`src/rtl/uart_tx_fifo_if.sv`:
```
// Handshake bundle between the MIX output-device side, the character FIFO
// and the UART transmitter's load/in/ready port.
interface uart_tx_fifo_if #(
  parameter int AW = 4
);
  logic          wr;
  logic [6:0]    din;
  logic          full;
  logic          empty;
  logic [AW:0]   count;
  logic          overflow;
  logic          tx_ready;
  logic          tx_load;
  logic [6:0]    tx_data;

  // Driven by the CPU-side writer and the transmitter.
  modport master (
    output wr, din, tx_ready,
    input  full, empty, count, overflow, tx_load, tx_data
  );

  // Driven by the FIFO.
  modport slave (
    input  wr, din, tx_ready,
    output full, empty, count, overflow, tx_load, tx_data
  );
endinterface

```
`src/rtl/uart_tx_fifo.sv`:
```
// DEPTH-entry character buffer feeding the UART transmitter one frame at a time.
// Define UART_TX_FIFO_CRLF_EN to expand LF into CR LF on the wire.
//   state   | meaning (UART_TX_FIFO_CRLF_EN only)
//   HEAD    | head sent as stored; an LF head is first sent as CR
//   CR_SENT | CR already sent for the LF head; send the LF and pop it
module uart_tx_fifo #(
  parameter int DEPTH = 16,
  parameter int AW    = 4
) (
  input  logic          clk,
  input  logic          rst_n,
  uart_tx_fifo_if.slave bus
);

  localparam logic [AW:0] FULL_CNT = (AW+1)'(DEPTH);
  localparam logic [6:0]  CH_LF    = 7'h0A;
  localparam logic [6:0]  CH_CR    = 7'h0D;

  logic [6:0]    mem [DEPTH];
  logic [AW-1:0] rd_ptr;
  logic [AW-1:0] wr_ptr;
  logic [AW:0]   count_q;
  logic          ovf_q;

  logic          full;
  logic          empty;
  logic          push;
  logic          accept;
  logic          pop;
  logic [6:0]    head;
  logic [6:0]    tx_data_c;

  // full is taken from registered state, so a same-cycle pop cannot admit a write.
  assign full   = (count_q == FULL_CNT);
  assign empty  = (count_q == '0);
  assign push   = bus.wr & ~full;
  assign head   = mem[rd_ptr];
  assign accept = ~empty & bus.tx_ready;

  assign bus.full     = full;
  assign bus.empty    = empty;
  assign bus.count    = count_q;
  assign bus.overflow = ovf_q;
  assign bus.tx_load  = ~empty;
  assign bus.tx_data  = tx_data_c;

`ifdef UART_TX_FIFO_CRLF_EN
  typedef enum logic {
    HEAD    = 1'b0,
    CR_SENT = 1'b1
  } crlf_state_t;

  crlf_state_t state_q;
  crlf_state_t state_d;

  always_ff @(posedge clk or negedge rst_n) begin
    if (!rst_n) begin
      state_q <= HEAD;
    end else begin
      state_q <= state_d;
    end
  end

  // An LF head is accepted twice: first as CR (kept), then as LF (popped).
  always_comb begin
    state_d   = state_q;
    tx_data_c = head;
    pop       = accept;
    case (state_q)
      HEAD: begin
        if (head == CH_LF) begin
          tx_data_c = CH_CR;
          pop       = 1'b0;
          if (accept) state_d = CR_SENT;
        end
      end
      CR_SENT: begin
        if (accept) state_d = HEAD;
      end
      default: state_d = HEAD;
    endcase
  end
`else
  assign tx_data_c = head;
  assign pop       = accept;
`endif

  // Storage is intentionally not reset; tx_data is ignored while empty.
  always_ff @(posedge clk) begin
    if (push) mem[wr_ptr] <= bus.din;
  end

  always_ff @(posedge clk or negedge rst_n) begin
    if (!rst_n) begin
      wr_ptr  <= '0;
      rd_ptr  <= '0;
      count_q <= '0;
      ovf_q   <= 1'b0;
    end else begin
      if (push) wr_ptr <= wr_ptr + AW'(1);
      if (pop)  rd_ptr <= rd_ptr + AW'(1);
      if (bus.wr && full) ovf_q <= 1'b1;
      case ({push, pop})
        2'b10:   count_q <= count_q + (AW+1)'(1);
        2'b01:   count_q <= count_q - (AW+1)'(1);
        default: count_q <= count_q;
      endcase
    end
  end

endmodule
```
`src/flat_wrapper.sv`:
```
// flat-port wrapper written by rule: the top's interface ports become plain ports
module uart_tx_fifo_flat 
#(
  parameter int DEPTH = 16,
  parameter int AW    = 4
)
  (clk, rst_n, bus_wr, bus_din, bus_tx_ready, bus_full, bus_empty, bus_count, bus_overflow, bus_tx_load, bus_tx_data);
  uart_tx_fifo_if #(.AW(AW)) bus_i ();
  input  logic clk;
  input  logic rst_n;
  input wire logic [$bits(bus_i.wr)-1:0] bus_wr;
  input wire logic [$bits(bus_i.din)-1:0] bus_din;
  input wire logic [$bits(bus_i.tx_ready)-1:0] bus_tx_ready;
  output wire logic [$bits(bus_i.full)-1:0] bus_full;
  output wire logic [$bits(bus_i.empty)-1:0] bus_empty;
  output wire logic [$bits(bus_i.count)-1:0] bus_count;
  output wire logic [$bits(bus_i.overflow)-1:0] bus_overflow;
  output wire logic [$bits(bus_i.tx_load)-1:0] bus_tx_load;
  output wire logic [$bits(bus_i.tx_data)-1:0] bus_tx_data;
  assign bus_i.wr = bus_wr;
  assign bus_i.din = bus_din;
  assign bus_i.tx_ready = bus_tx_ready;
  assign bus_full = bus_i.full;
  assign bus_empty = bus_i.empty;
  assign bus_count = bus_i.count;
  assign bus_overflow = bus_i.overflow;
  assign bus_tx_load = bus_i.tx_load;
  assign bus_tx_data = bus_i.tx_data;
  uart_tx_fifo #(.DEPTH(DEPTH), .AW(AW)) u_core (.clk(clk), .rst_n(rst_n), .bus(bus_i));
endmodule
```
`config.mk`:
```
export PLATFORM = sky130hd
export DESIGN_NAME = uart_tx_fifo_flat
export DESIGN_NICKNAME = d
export VERILOG_FILES = /design/src/rtl/uart_tx_fifo_if.sv /design/src/rtl/uart_tx_fifo.sv /design/src/flat_wrapper.sv
export SDC_FILE = /design/constraint.sdc
export NUM_CORES = 1
export LEC_CHECK = 0
export CORE_MARGIN = 3
export CORE_UTILIZATION = 62
export CTS_BUF_LIST = sky130_fd_sc_hd__clkbuf_8
export DETAILED_ROUTE_END_ITERATION = 12
export GPL_TIMING_DRIVEN = 0
export PLACE_DENSITY = 0.92
export SYNTH_ARGS = -nofsm -noshare
export SYNTH_HDL_FRONTEND = slang
export SYNTH_SLANG_ARGS = --single-unit
```
`constraint.sdc`:
```
create_clock -name clk -period 2.8 [get_ports clk]
set_input_delay 0.42 -clock clk [delete_from_list [all_inputs] [get_ports clk]]
set_output_delay 0.42 -clock clk [all_outputs]
set_load 0.03 [all_outputs]
```
==> impl_metrics.env, run 1 <==
export IMPL_ctsHoldBuffers=0
export IMPL_wl_per_cell_um=21.84
export IMPL_drtAntennaViolNets=0
export IMPL_synth_main_ff_cell="edfxtp_1"
export IMPL_syn_num_nets=315
export IMPL_critical_path_startpoint_type="flip-flop"
export IMPL_yosysTopAreaCell="edfxtp_1"
export IMPL_hold_class="in2async"
export IMPL_synth_top_cell_area_share_pct=64.02
export IMPL_synthTopCellsByArea="edfxtp_1 (64%), dfrtp_1 (6.7%), mux4_2 (6.0%), mux2i_1 (5.5%), ha_1 (2.1%)"
export IMPL_start_util_pct=65.94
export IMPL_slew_violations=0
export IMPL_min_period_ns=2.740
export IMPL_fp_dieArea_um2=9615
export IMPL_ys_ff_latch=126
export IMPL_clkSlewWorstSetupHoldPaths_ns=0.08
export IMPL_synth_cells=294
export IMPL_cts_tree="yes"
export IMPL_setup_violations=0
export IMPL_num_antenna_cells=0
export IMPL_peakVddDrop_v=0.0006806
export IMPL_relSlewSlack_pct=23.14
export IMPL_gp_congestion=0.8025
export IMPL_firstDrtPassIters=5
export IMPL_rsz0062_at_grt="true"
export IMPL_drc_errors=0
export IMPL_grt_pass1_vias=2873
export IMPL_root_buffer="clkbuf_8"
export IMPL_async_flop_share_pct=11.11
export IMPL_cts_resized=23
export IMPL_fillerInstances=436
export IMPL_fmax_ghz=0.3650
export IMPL_yosysSeqAreaShare_pct=70.68
export IMPL_finalHoldViolations=0
export IMPL_p_per_area_nw_per_um2=1094
export IMPL_max_clock_path_buffers=2
export IMPL_areaGrowthSynthToFinish_pct=15.77
export IMPL_fin_tns_setup_ns=0
export IMPL_fin_crit_sh_pct=97.84
export IMPL_synth_most_common_cell="edfxtp_1"
export IMPL_htree_levels=4
export IMPL_nets=360
export IMPL_gr_total_overflow=0
export IMPL_routed_wl_um=9916
export IMPL_vias=2799
export IMPL_syn_area_um2=5254
export IMPL_portBuffers=26
export IMPL_ys_warn_count=0
export IMPL_synth_common_cells="edfxtp_1 (112), mux2i_1 (29), nand2_1 (15)"
export IMPL_grt_max_degree=17
export IMPL_drt_iter0_drc=270
export IMPL_crit_required_ns=2.38
export IMPL_critPathKind="reg2out"
export IMPL_die_w_um=98.06
export IMPL_drive_gt1_share_pct=25.28
export IMPL_synth_distinct_cells=42
export IMPL_synth_edf_count=112
export IMPL_postCtsSetupBuffers=0
export IMPL_p_leak_nw=2.189
export IMPL_critPathMaxFanout=10
export IMPL_final_cell_area_um2=6082
export IMPL_die_height_um=98.06
export IMPL_clock_sinks=126
export IMPL_clock_skew_ns=0.008470
export IMPL_numCtsBuffers=17
export IMPL_groute_usage_overall_pct=22.34
export IMPL_startpoint="u_core.rd_ptr[1]$_DFFE_PN0P_"
export IMPL_dp_hpwl_um=6690
export IMPL_status="completed"
export IMPL_avgViaCountPerCell=6.165
export IMPL_antenna_found_initial=0
export IMPL_ioPinCount=27
export IMPL_syn_area_per_cell_um2=17.87
export IMPL_worst_skew_pair_late_latency_ns=0.43
export IMPL_core_area_um2=7968
export IMPL_rows=32
export IMPL_worst_pin_slew_ns=1.144
export IMPL_dpl_cell_area_um2=5642
export IMPL_grt_pass1_wl_um=15710
export IMPL_crit_arrival_ns=2.32
export IMPL_cp_end_kind="primary output"
export IMPL_cap_viol_max_count=0
export IMPL_hold_ws_ns=0.3760
export IMPL_r2r_start="u_core.bus.count[2]$_DFFE_PN0P_"
==> layout make-up <==
cell class	instances	area (um^2)	share of cell area, %
buffer	16	146.4	2.407
inverter	6	26.28	0.4320
clock buffer	17	234.0	3.847
clock inverter	15	151.4	2.489
multi-input combinational	146	1443	23.72
timing repair buffer	26	240.2	3.950
tap	102	127.6	2.098
sequential	126	3714	61.06
==> cell usage in the layout, fill, tap and decap left out, types with 2 or more instances in the layout <==
master | netlist | layout
a22oi_1 | 7 | 7
clkinvlp_4 | 0 | 4
inv_6 | 0 | 7
inv_1 | 5 | 5
clkdlybuf4s50_1 | 0 | 18
a21o_1 | 3 | 3
clkinv_4 | 0 | 3
clkbuf_8 | 0 | 17
o21ai_0 | 7 | 7
ha_1 | 9 | 8
a21oi_1 | 2 | 2
clkdlybuf4s15_2 | 0 | 2
buf_4 | 2 | 3
clkbuf_2 | 1 | 7
xnor2_1 | 7 | 7
o21ai_1 | 3 | 3
nand2_1 | 15 | 15
nand2b_1 | 2 | 2
mux2i_1 | 29 | 28
buf_1 | 2 | 2
mux4_2 | 14 | 14
nor2_1 | 13 | 13
a221oi_1 | 12 | 4
a221oi_2 | 2 | 9
dfrtp_1 | 14 | 14
edfxtp_1 | 112 | 112
nor3_1 | 5 | 5
xor2_1 | 2 | 2
buf_6 | 6 | 6
==> stage by stage <==
step	utilization (%)	total power, W	setup slack, ns	std cells
6_report	76.33	0.006655	0.06042	454
5_1_grt	76.33	0.006973	-0.04391	454
4_1_cts	76.24	0.006676	0.0002585	454
3_5_place_dp	70.81	0.005162	-0.01680	422
3_3_place_gp	70.81	0.005060	0.04371	422
2_1_floorplan	-	0.004335	0.1141	294
==> critical path: stages, from the launching register on <==
cell and delay, ns:
dfrtp_1 0.38, buf_4 0.18, and2_4 0.15, buf_6 0.13, buf_6 0.16, a221oi_2 0.35, o21ai_0 0.14, nand2_1 0.10
clkdlybuf4s15_2 0.29
==> metal layers <==
metal	wire (um)	track usage [%]
met1	3886	29.60
met5	0	0
met4	231	7.881
met2	5039	35.71
met3	758	6.643
==> sequential cells by signal (all words and copies together), names as in the netlist <==
| signal | cells |
|---|---|
| u_core.bus.count | 5 |
| u_core.bus.overflow | 1 |
| u_core.mem | 112 |
| u_core.rd_ptr | 4 |
| u_core.wr_ptr | 4 |
==> report_power, final <==
group / internal (W) / switching, W / total, W / leakage, nW
clock: 0.000729 / 0.000777 / 0.00151 / 0.187
sequential: 0.00232 / 0.000139 / 0.00246 / 1.18
combinational: 0.00111 / 0.00157 / 0.00269 / 0.826
==> path summary, 6_finish.rpt <==
check | to | slack, ns | depth (start not counted)
setup / recovery | bus_tx_data[5] | 0.06 | 8
hold / removal | u_core.bus.count[3]$_DFFE_PN0P_ | 0.38 | 1
setup reg to reg | u_core.bus.count[4]$_DFFE_PN0P_ | 0.13 | 8
hold reg to reg | u_core.bus.overflow$_DFFE_PN0P_ | 0.48 | 1
max in group asynchronous | u_core.rd_ptr[2]$_DFFE_PN0P_ | 2.01 | 1
min in group clk | u_core.bus.overflow$_DFFE_PN0P_ | 0.48 | 1
==> cell families after synthesis <==
group / Yosys count / share of synthesized area [%]
compound gates: 38 / 5.644
simple gates: 43 / 4.168
mux: 45 / 12.03
xor+xnor: 10 / 1.810
buf+inv: 22 / 3.143
flops: 126 / 70.68
fa+ha+maj: 10 / 2.524
(Power assumes the default switching activity.)
==> inputs of run 2 (changes only) <==
- CORE_MARGIN: 3 -> 5
- GPL_ROUTABILITY_DRIVEN: not set -> 0
==> run 2 against run 1 <==
  * The flow now finishes with violations (setup timing)
  * Wire length grew 12%
  * Sequential power is essentially flat
  * Cell area grew 0.82%
  * Critical path type unchanged
  * Largest cell class unchanged
  * Largest power group unchanged
==> impl_metrics.env, run 2 (synthesis results as in run 1) <==
export IMPL_peakVddDrop_v=0.0004838
export IMPL_groute_usage_overall_pct=23.16
export IMPL_cap_viol_max_count=0
export IMPL_rsz0062_at_grt="true"
export IMPL_hold_class="in2async"
export IMPL_grt_pass1_wl_um=17080
export IMPL_relSlewSlack_pct=23.36
export IMPL_p_total_w=0.006981
export IMPL_fin_ws_ns=-0.02147
export IMPL_cpMaxStageDelayCell="a221oi_1"
export IMPL_fin_crit_sh_pct=100.8
export IMPL_dpl_cell_area_um2=5645
export IMPL_drive_gt1_share_pct=24.15
export IMPL_fmax_ghz=0.3544
export IMPL_worstRegToRegCells=10
export IMPL_start_util_pct=63.94
export IMPL_ioPinCount=27
export IMPL_numCtsBuffers=17
export IMPL_gr_total_overflow=0
export IMPL_cp_end_kind="primary output"
export IMPL_clkSlewWorstSetupHoldPaths_ns=0.07
export IMPL_finalHoldViolations=0
export IMPL_grt_pass1_vias=2951
export IMPL_ctsHoldBuffers=0
export IMPL_clock_sinks=126
export IMPL_place_worst_setup_slack_ns=-0.01646
export IMPL_rows=33
export IMPL_p_leak_nw=2.219
export IMPL_max_flop_register="u_core.mem"
export IMPL_largest_reg_flops=112
export IMPL_drc_errors=0
export IMPL_drt_iter0_drc=314
export IMPL_max_clock_path_buffers=2
export IMPL_dp_cells=425
export IMPL_root_buffer="clkbuf_8"
export IMPL_worst_skew_pair_late_latency_ns=0.43
export IMPL_vias=2946
export IMPL_areaGrowthSynthToFinish_pct=16.72
export IMPL_critPathMaxStageDelay_ns=0.46
export IMPL_slew_violations=0
export IMPL_num_antenna_cells=0
export IMPL_layout_commonest_cell="edfxtp_1"
export IMPL_final_cell_area_um2=6132
export IMPL_portBuffers=26
export IMPL_critPathKind="reg2out"
export IMPL_antenna_found_initial=0
export IMPL_clock_skew_ns=0.009140
export IMPL_failed_checks="setup timing"
export IMPL_min_period_ns=2.821
export IMPL_critPathMaxFanout=10
export IMPL_crit_arrival_ns=2.40
export IMPL_grt_max_degree=17
export IMPL_crit_chain="buf_6 > nor2b_2 > buf_4 > a221oi_1 > a22oi_1 > nand2_1 > clkdlybuf4s15_2"
export IMPL_postCtsSetupBuffers=0
export IMPL_htree_levels=4
export IMPL_worst_pin_slew_ns=1.141
export IMPL_crit_required_ns=2.38
export IMPL_critical_path_startpoint_type="flip-flop"
export IMPL_mostFrequentLayoutCells="edfxtp_1 (112), mux2i_1 (29), clkdlybuf4s50_1 (18), clkbuf_8 (17), nand2_1 (15)"
export IMPL_fp_dieArea_um2=10420
export IMPL_wl_per_cell_um=24.38
export IMPL_drtAntennaViolNets=0
export IMPL_dp_hpwl_um=6900
export IMPL_nets=360
export IMPL_die_w_um=102.1
export IMPL_p_per_area_nw_per_um2=1138
export IMPL_status="finished, violations left"
export IMPL_cts_tree="yes"
export IMPL_firstDrtPassIters=6
export IMPL_setup_violations=1
export IMPL_die_height_um=102.1
export IMPL_core_area_um2=8217
export IMPL_final_cells=457
export IMPL_avgViaCountPerCell=6.446
export IMPL_routed_wl_um=11140
-- run 2: layout make-up --
type	count	area, um^2
buffer	16	146.4
clock buffer	17	234.0
clock inverter	15	203.9
fill	420	2085
inverter	6	23.77
multi-input combinational	146	1430
sequential	126	3714
tap	105	131.4
timing repair buffer	26	249.0
-- run 2: worst max-delay path, delay by kind of cell (launching register included) --
kind                   cells  cell delay, ns
AOI/OAI and AO/OA          2            0.64
buffers and inverters      3            0.65
and+or+nand+nor            2            0.31
DFF                        1            0.37
-- run 2: worst paths after layout --
path	to	startpoint	slack (ns)
max	bus_tx_data[3]	u_core.rd_ptr[2]$_DFFE_PN0P_	-0.02
max reg2reg	u_core.bus.count[4]$_DFFE_PN0P_	u_core.bus.count[3]$_DFFE_PN0P_	0.08
min reg2reg	u_core.bus.overflow$_DFFE_PN0P_	u_core.bus.overflow$_DFFE_PN0P_	0.46
max in group asynchronous	u_core.wr_ptr[1]$_DFFE_PN0P_	rst_n	2.00
min in group clk	u_core.bus.overflow$_DFFE_PN0P_	u_core.bus.overflow$_DFFE_PN0P_	0.46
min	u_core.bus.count[4]$_DFFE_PN0P_	rst_n	0.39
-- run 2: power breakdown --
group	internal [W]	total [W]	switching, W
clock network	0.00104	0.00172	0.000677
logic	0.00113	0.00280	0.00167
registers	0.00232	0.00246	0.000139
total	0.00450	0.00698	0.00248
-- run 2: what timing repair did --
| item | CTS | global route |
|---|---|---|
| hold endpoints to repair | 0 | 0 |
| setup endpoints to repair | 9 | 7 |
| gates resized for setup | 30 | 7 |
-- run 2: per-layer routing --
layer,up-vias,part of all wire [%],GRT usage (%)
met3,42,8.8,6.143
met5,-,0,0
met2,185,51,37.53
li1,1249,-,-
met4,0,3.4,9.990
met1,1470,37,29.88
-- run 2: stage by stage --
stage                     util [%]  hold slack, ns  TNS (ns)
after floorplan                  -          0.1244         0
after global placement       68.71          0.4416         0
after detailed placement     68.71          0.4467  -0.04218
after CTS                    74.42          0.4084         0
after global routing         74.63          0.4569   -0.1981
final                        74.63          0.3932  -0.02147
